$ cat src/rtl/pll_reset_seq_pkg.sv
// Shared types and constants for the PLL reset sequencer.
// Holds the sequencer state encoding and the saturating status-counter helper.
package pll_reset_seq_pkg;

    localparam int STAT_W = 8;
    localparam logic [STAT_W-1:0] STAT_MAX = {STAT_W{1'b1}};

    typedef enum logic [1:0] {
        S_PLL_RST   = 2'd0,
        S_WAIT_LOCK = 2'd1,
        S_STABLE    = 2'd2,
        S_RUN       = 2'd3
    } state_t;

    function automatic logic [STAT_W-1:0] sat_inc(input logic [STAT_W-1:0] v);
        return (v == STAT_MAX) ? v : v + 1'b1;
    endfunction

endpackage

$ cat src/rtl/bit_sync.sv
// Multi-flop synchroniser for a single asynchronous status bit.
// Output follows d after STAGES clk edges; the chain clears to 0 on async reset.
module bit_sync #(
    parameter int STAGES = 2
) (
    input  logic clk,
    input  logic rst_n,
    input  logic d,
    output logic q
);

    logic [STAGES-1:0] chain;

    always_ff @(posedge clk or negedge rst_n) begin
        if (!rst_n) begin
            chain <= '0;
        end else begin
            chain <= {chain[STAGES-2:0], d};
        end
    end

    assign q = chain[STAGES-1];

endmodule

$ cat src/rtl/pll_reset_seq.sv
// PLL reset sequencer: resets the PLL, qualifies lock, then releases sys_rst_n.
// Define PLL_RESET_SEQ_LOSS_COUNT_EN to build the RUN lock-loss counter.
module pll_reset_seq
    import pll_reset_seq_pkg::*;
#(
    parameter int SYNC_STAGES    = 2,
    parameter int PLL_RST_CYCLES = 16,
    parameter int LOCK_TIMEOUT   = 65536,
    parameter int STABLE_CYCLES  = 1024,
    parameter int CNT_W          = 17
) (
    input  logic              clk,
    input  logic              rst_n,
    input  logic              pll_locked,
    output logic              pll_rst,
    output logic              sys_rst_n,
    output logic [STAT_W-1:0] retry_cnt,
    output logic [STAT_W-1:0] loss_cnt
);

    localparam logic [CNT_W-1:0] RST_LAST    = CNT_W'(PLL_RST_CYCLES - 1);
    localparam logic [CNT_W-1:0] TIMEOUT_LAST = CNT_W'(LOCK_TIMEOUT - 1);
    localparam logic [CNT_W-1:0] STABLE_LAST = CNT_W'(STABLE_CYCLES - 1);

    state_t           state;
    state_t           state_nxt;
    logic [CNT_W-1:0] cnt;
    logic             locked_s;
    logic             retry_inc;

    bit_sync #(
        .STAGES (SYNC_STAGES)
    ) u_lock_sync (
        .clk   (clk),
        .rst_n (rst_n),
        .d     (pll_locked),
        .q     (locked_s)
    );

    // A lock seen in the same cycle as the timeout takes priority over the retry.
    always_comb begin
        state_nxt = state;
        retry_inc = 1'b0;
        case (state)
            S_PLL_RST: begin
                if (cnt == RST_LAST) state_nxt = S_WAIT_LOCK;
            end
            S_WAIT_LOCK: begin
                if (locked_s) begin
                    state_nxt = S_STABLE;
                end else if (cnt == TIMEOUT_LAST) begin
                    state_nxt = S_PLL_RST;
                    retry_inc = 1'b1;
                end
            end
            S_STABLE: begin
                if (!locked_s)                state_nxt = S_WAIT_LOCK;
                else if (cnt == STABLE_LAST)  state_nxt = S_RUN;
            end
            S_RUN: begin
                if (!locked_s) state_nxt = S_PLL_RST;
            end
            default: state_nxt = S_PLL_RST;
        endcase
    end

    always_ff @(posedge clk or negedge rst_n) begin
        if (!rst_n) begin
            state     <= S_PLL_RST;
            cnt       <= '0;
            pll_rst   <= 1'b1;
            sys_rst_n <= 1'b0;
            retry_cnt <= '0;
        end else begin
            state     <= state_nxt;
            cnt       <= (state_nxt != state) ? '0 : cnt + 1'b1;
            pll_rst   <= (state_nxt == S_PLL_RST);
            sys_rst_n <= (state_nxt == S_RUN);
            if (retry_inc) retry_cnt <= sat_inc(retry_cnt);
        end
    end

`ifdef PLL_RESET_SEQ_LOSS_COUNT_EN
    logic loss_inc;

    assign loss_inc = (state == S_RUN) && !locked_s;

    always_ff @(posedge clk or negedge rst_n) begin
        if (!rst_n) begin
            loss_cnt <= '0;
        end else if (loss_inc) begin
            loss_cnt <= sat_inc(loss_cnt);
        end
    end
`else
    assign loss_cnt = '0;
`endif

endmodule

$ cat config.mk
export PLATFORM = sky130hd
export DESIGN_NAME = pll_reset_seq
export DESIGN_NICKNAME = d
export VERILOG_FILES = /design/src/rtl/pll_reset_seq_pkg.sv /design/src/rtl/bit_sync.sv /design/src/rtl/pll_reset_seq.sv
export SDC_FILE = /design/constraint.sdc
export NUM_CORES = 1
export LEC_CHECK = 0
export BUFFER_PORTS_ARGS = -buffer_cell sky130_fd_sc_hd__buf_2
export CORE_UTILIZATION = 35
export CTS_BUF_LIST = sky130_fd_sc_hd__clkbuf_4 sky130_fd_sc_hd__clkbuf_8
export CTS_CLUSTER_DIAMETER = 120
export CTS_CLUSTER_SIZE = 12
export DETAILED_ROUTE_END_ITERATION = 16
export MAX_ROUTING_LAYER = met4
export SLEW_MARGIN = 20
export SYNTH_ARGS = -nofsm -noshare
export SYNTH_HDL_FRONTEND = slang
export SYNTH_SLANG_ARGS = --single-unit
$ cat constraint.sdc
create_clock -name clk -period 2.63 [get_ports clk]
set_input_delay 0.6575 -clock clk [delete_from_list [all_inputs] [get_ports clk]]
set_output_delay 0.6575 -clock clk [all_outputs]
set_load 0.1 [all_outputs]
==> impl_metrics.ini <==
[status]
run_status = finished, final reports clean

[place]
placedInstanceArea_sq_um = 1690
io_buffer_count = 12
dp.cells = 212
gp_congestion = 0.844
place_ws_ns = 0.134
place_hpwl_um = 2120

[clock_tree]
clkLatencyLatePin_ns = 0.28
cts.htree.levels = 2
cts.clk_slew.worst_paths_ns = 0.07
clock_path_buffers = 2
cts_buffers = 5
hold_buffers = 0
cts_num_sinks = 31
cts_tree = done
root_buffer = clkbuf_8
cts_setup_buffers = 0

[yosys]
ys_ff_latch = 31
postSynth.asyncResetShare_pct = 100
synth_edf_count = 0
yosys_warnings = 0
ys_top_cells_by_area = dfrtp_1 47%, xnor2_1 8.2%, a31oi_1 6.2%
synthDistinctLibCells = 39
ys.flop_type = dfrtp_1
yosysSeqAreaShare_pct = 48.4
synth.most_common_cell = dfrtp_1
synth_largest_area_cell = dfrtp_1
synth_area_sq_um = 1600
syn_inst = 150
avgSynthCellArea_sq_um = 10.7
yosysTopAreaCellShare_pct = 46.8
synth_common_cells = 30 x dfrtp_1, 16 x a31oi_1, 15 x xnor2_1

[critical_path]
critPathCapture = retry_cnt[1]
critPathKind = flip-flop to flip-flop
critPathMaxFanout = 5
critPathArrivalTime_ns = 2.66
r2r_end = retry_cnt[1]
r2r_start = cnt[0]
critPathLaunch = cnt[0]
rrSetupSlack_ns = 0.15
cp_data_required_time_ns = 2.80
critPathLaunchType = flip-flop
reg2regPathDepth = 8
critPathCaptureType = flip-flop

[grt]
grt_pass1_wl_um = 5290
grt.overflow.total = 0
antenna_found_initial = 0
grt_pass1_vias = 1190
grt_max_degree = 32
grt_usage_pct = 14.3

[sta]
slew_violations = 0
timing.final.crit_share_pct = 94.4
max_slew_margin_pct = 55.2
max_freq_mhz = 403
hold_ws_ns = 0.356
finalCriticalPeriod_ns = 2.48
hold_violations = 0
rsz0062_at_grt = true
skew_ns = 0.00619
tns_ns = 0
setup_ws_ns = 0.147
setup_violations = 0
tightest_slew_ns = 0.672

[floorplanning]
core-area_sq_um = 4380
die_w_um = 69.7
die-area_sq_um = 4860
fp.dieH_um = 69.7
rows = 24
start_util_pct = 36.6
ios = 21

[route]
first_iter_violations = 77
via_per_inst = 5.21
drtPass1Iterations = 4
wl_per_cell_um = 13.7
ant_nets = 0
drc = 0
vias = 1146
drt_wl_total_um = 3020

[final_layout]
finish.instance_area_sq_um = 1810
drive_above_1_share_pct = 19.6
area.growth.synth_to_final_pct = 12.7
finalNonFillerCells = 220
num-nets-final = 173
fill_cells = 423
antenna_cells = 0
fin_util_pct = 41.2

[min_path]
holdPathStages = 0
hold_path_class = flip-flop to flip-flop

[pwr]
power.total_mw = 1.47
power_density_nw_per_um2 = 811
vdd_ir_drop_max_mv = 0.440
p_leak_nw = 0.806

[flow_run]
max_cap_viol_count = 0
-- layout make-up --
cell class	count	area [sq um]	share of cell area, %
multi-input cells	106	732	40.5
repair buffers	16	90.1	4.98
clock buffers	6	82.6	4.57
inverters	7	26.3	1.45
flip-flops and latches	31	777	43.0
well taps	52	65.1	3.60
clock inverters	2	35.0	1.94
-- cells by family (layout without fill, tap and decap cells) --
logic type / count (synthesis) / after routing / share of synthesized area [%]
AND/OR/NAND/NOR: 47 / 47 / 17.6
flip-flops: 31 / 31 / 48.4
AO/OA/AOI/OAI: 27 / 27 / 12.2
XOR/XNOR: 20 / 20 / 10.9
buffers and inverters: 20 / 31 / 7.57
adder cells (fa/ha/maj): 3 / 3 / 2.34
other: 1 / 8 / 0.234
multiplexers: 1 / 1 / 0.702
-- worst max-delay path: stages, from the launching register on --
cell and delay, ns:
dfrtp_1 0.39, ha_1 0.21, nand3_1 0.15, or3_1 0.36, nor3_1 0.20, ha_1 0.20
nand4bb_1 0.13, a21oi_1 0.34, mux2_2 0.38
-- how the worst min path moves through the flow --
| stage | start | endpoint | slack (ns) |
|---|---|---|---|
| global route | u_lock_sync.chain[0] | u_lock_sync.chain[1] | 0.37 |
| detailed placement | u_lock_sync.chain[0] | u_lock_sync.chain[1] | 0.35 |
| CTS | u_lock_sync.chain[0] | u_lock_sync.chain[1] | 0.36 |
| finish | u_lock_sync.chain[0] | u_lock_sync.chain[1] | 0.36 |
| floorplan | u_lock_sync.chain[0] | u_lock_sync.chain[1] | 0.33 |
| global placement | u_lock_sync.chain[0] | u_lock_sync.chain[1] | 0.34 |
-- power by group --
part	internal [mW]	switching (mW)	total [mW]
clock	0.306	0.181	0.487
sequential	0.536	0.0669	0.602
combinational	0.119	0.258	0.377
total	0.961	0.506	1.47
-- routing by layer --
metal	GRT usage [%]	vias to the layer above	share of wire, %
met2	22.9	33	49
met5	-	-	0
li1	-	558	-
met4	3.78	0	1.1
met1	16.9	550	45
met3	5.38	5	4.8
-- timing repair --
action / 4_1_cts / 5_1_grt
resized for setup: 0 / 0
endpoints found under the hold margin: 0 / 0
setup endpoints to repair: 0 / 5
-- sequential cells by signal (all words and copies together), names as in the netlist --
register and cells:
cnt 17, retry_cnt 8, state 2, u_lock_sync.chain 2, pll_rst 1, sys_rst_n 1
-- cells in the final DEF (no fill, tap or decap), drive strengths merged --
cell / Yosys / routed
o21bai: 1 / 1
o211a: 1 / 1
buf: 11 / 16
a211oi: 1 / 1
o31ai: 1 / 1
conb: 1 / 8
bufinv: 0 / 1
or2: 2 / 2
a32oi: 1 / 1
and2: 1 / 1
or3: 3 / 3
nand2b: 2 / 2
o21ai: 3 / 3
and3: 3 / 3
a31oi: 16 / 16
nand4: 3 / 3
a31o: 1 / 1
o311ai: 1 / 1
clkinv: 0 / 1
nor4: 6 / 6
ha: 3 / 3
a21oi: 1 / 1
dfrtp: 30 / 30
xor2: 5 / 5
mux2: 1 / 1
dfstp: 1 / 1
and4: 2 / 2
nand4bb: 1 / 1
clkbuf: 2 / 6
nand2: 5 / 5
inv: 7 / 7
nor2: 5 / 5
nor2b: 1 / 1
xnor2: 15 / 15
nor3: 4 / 4
nand3: 9 / 9
No activity file was read; power rests on OpenSTA's default activity.
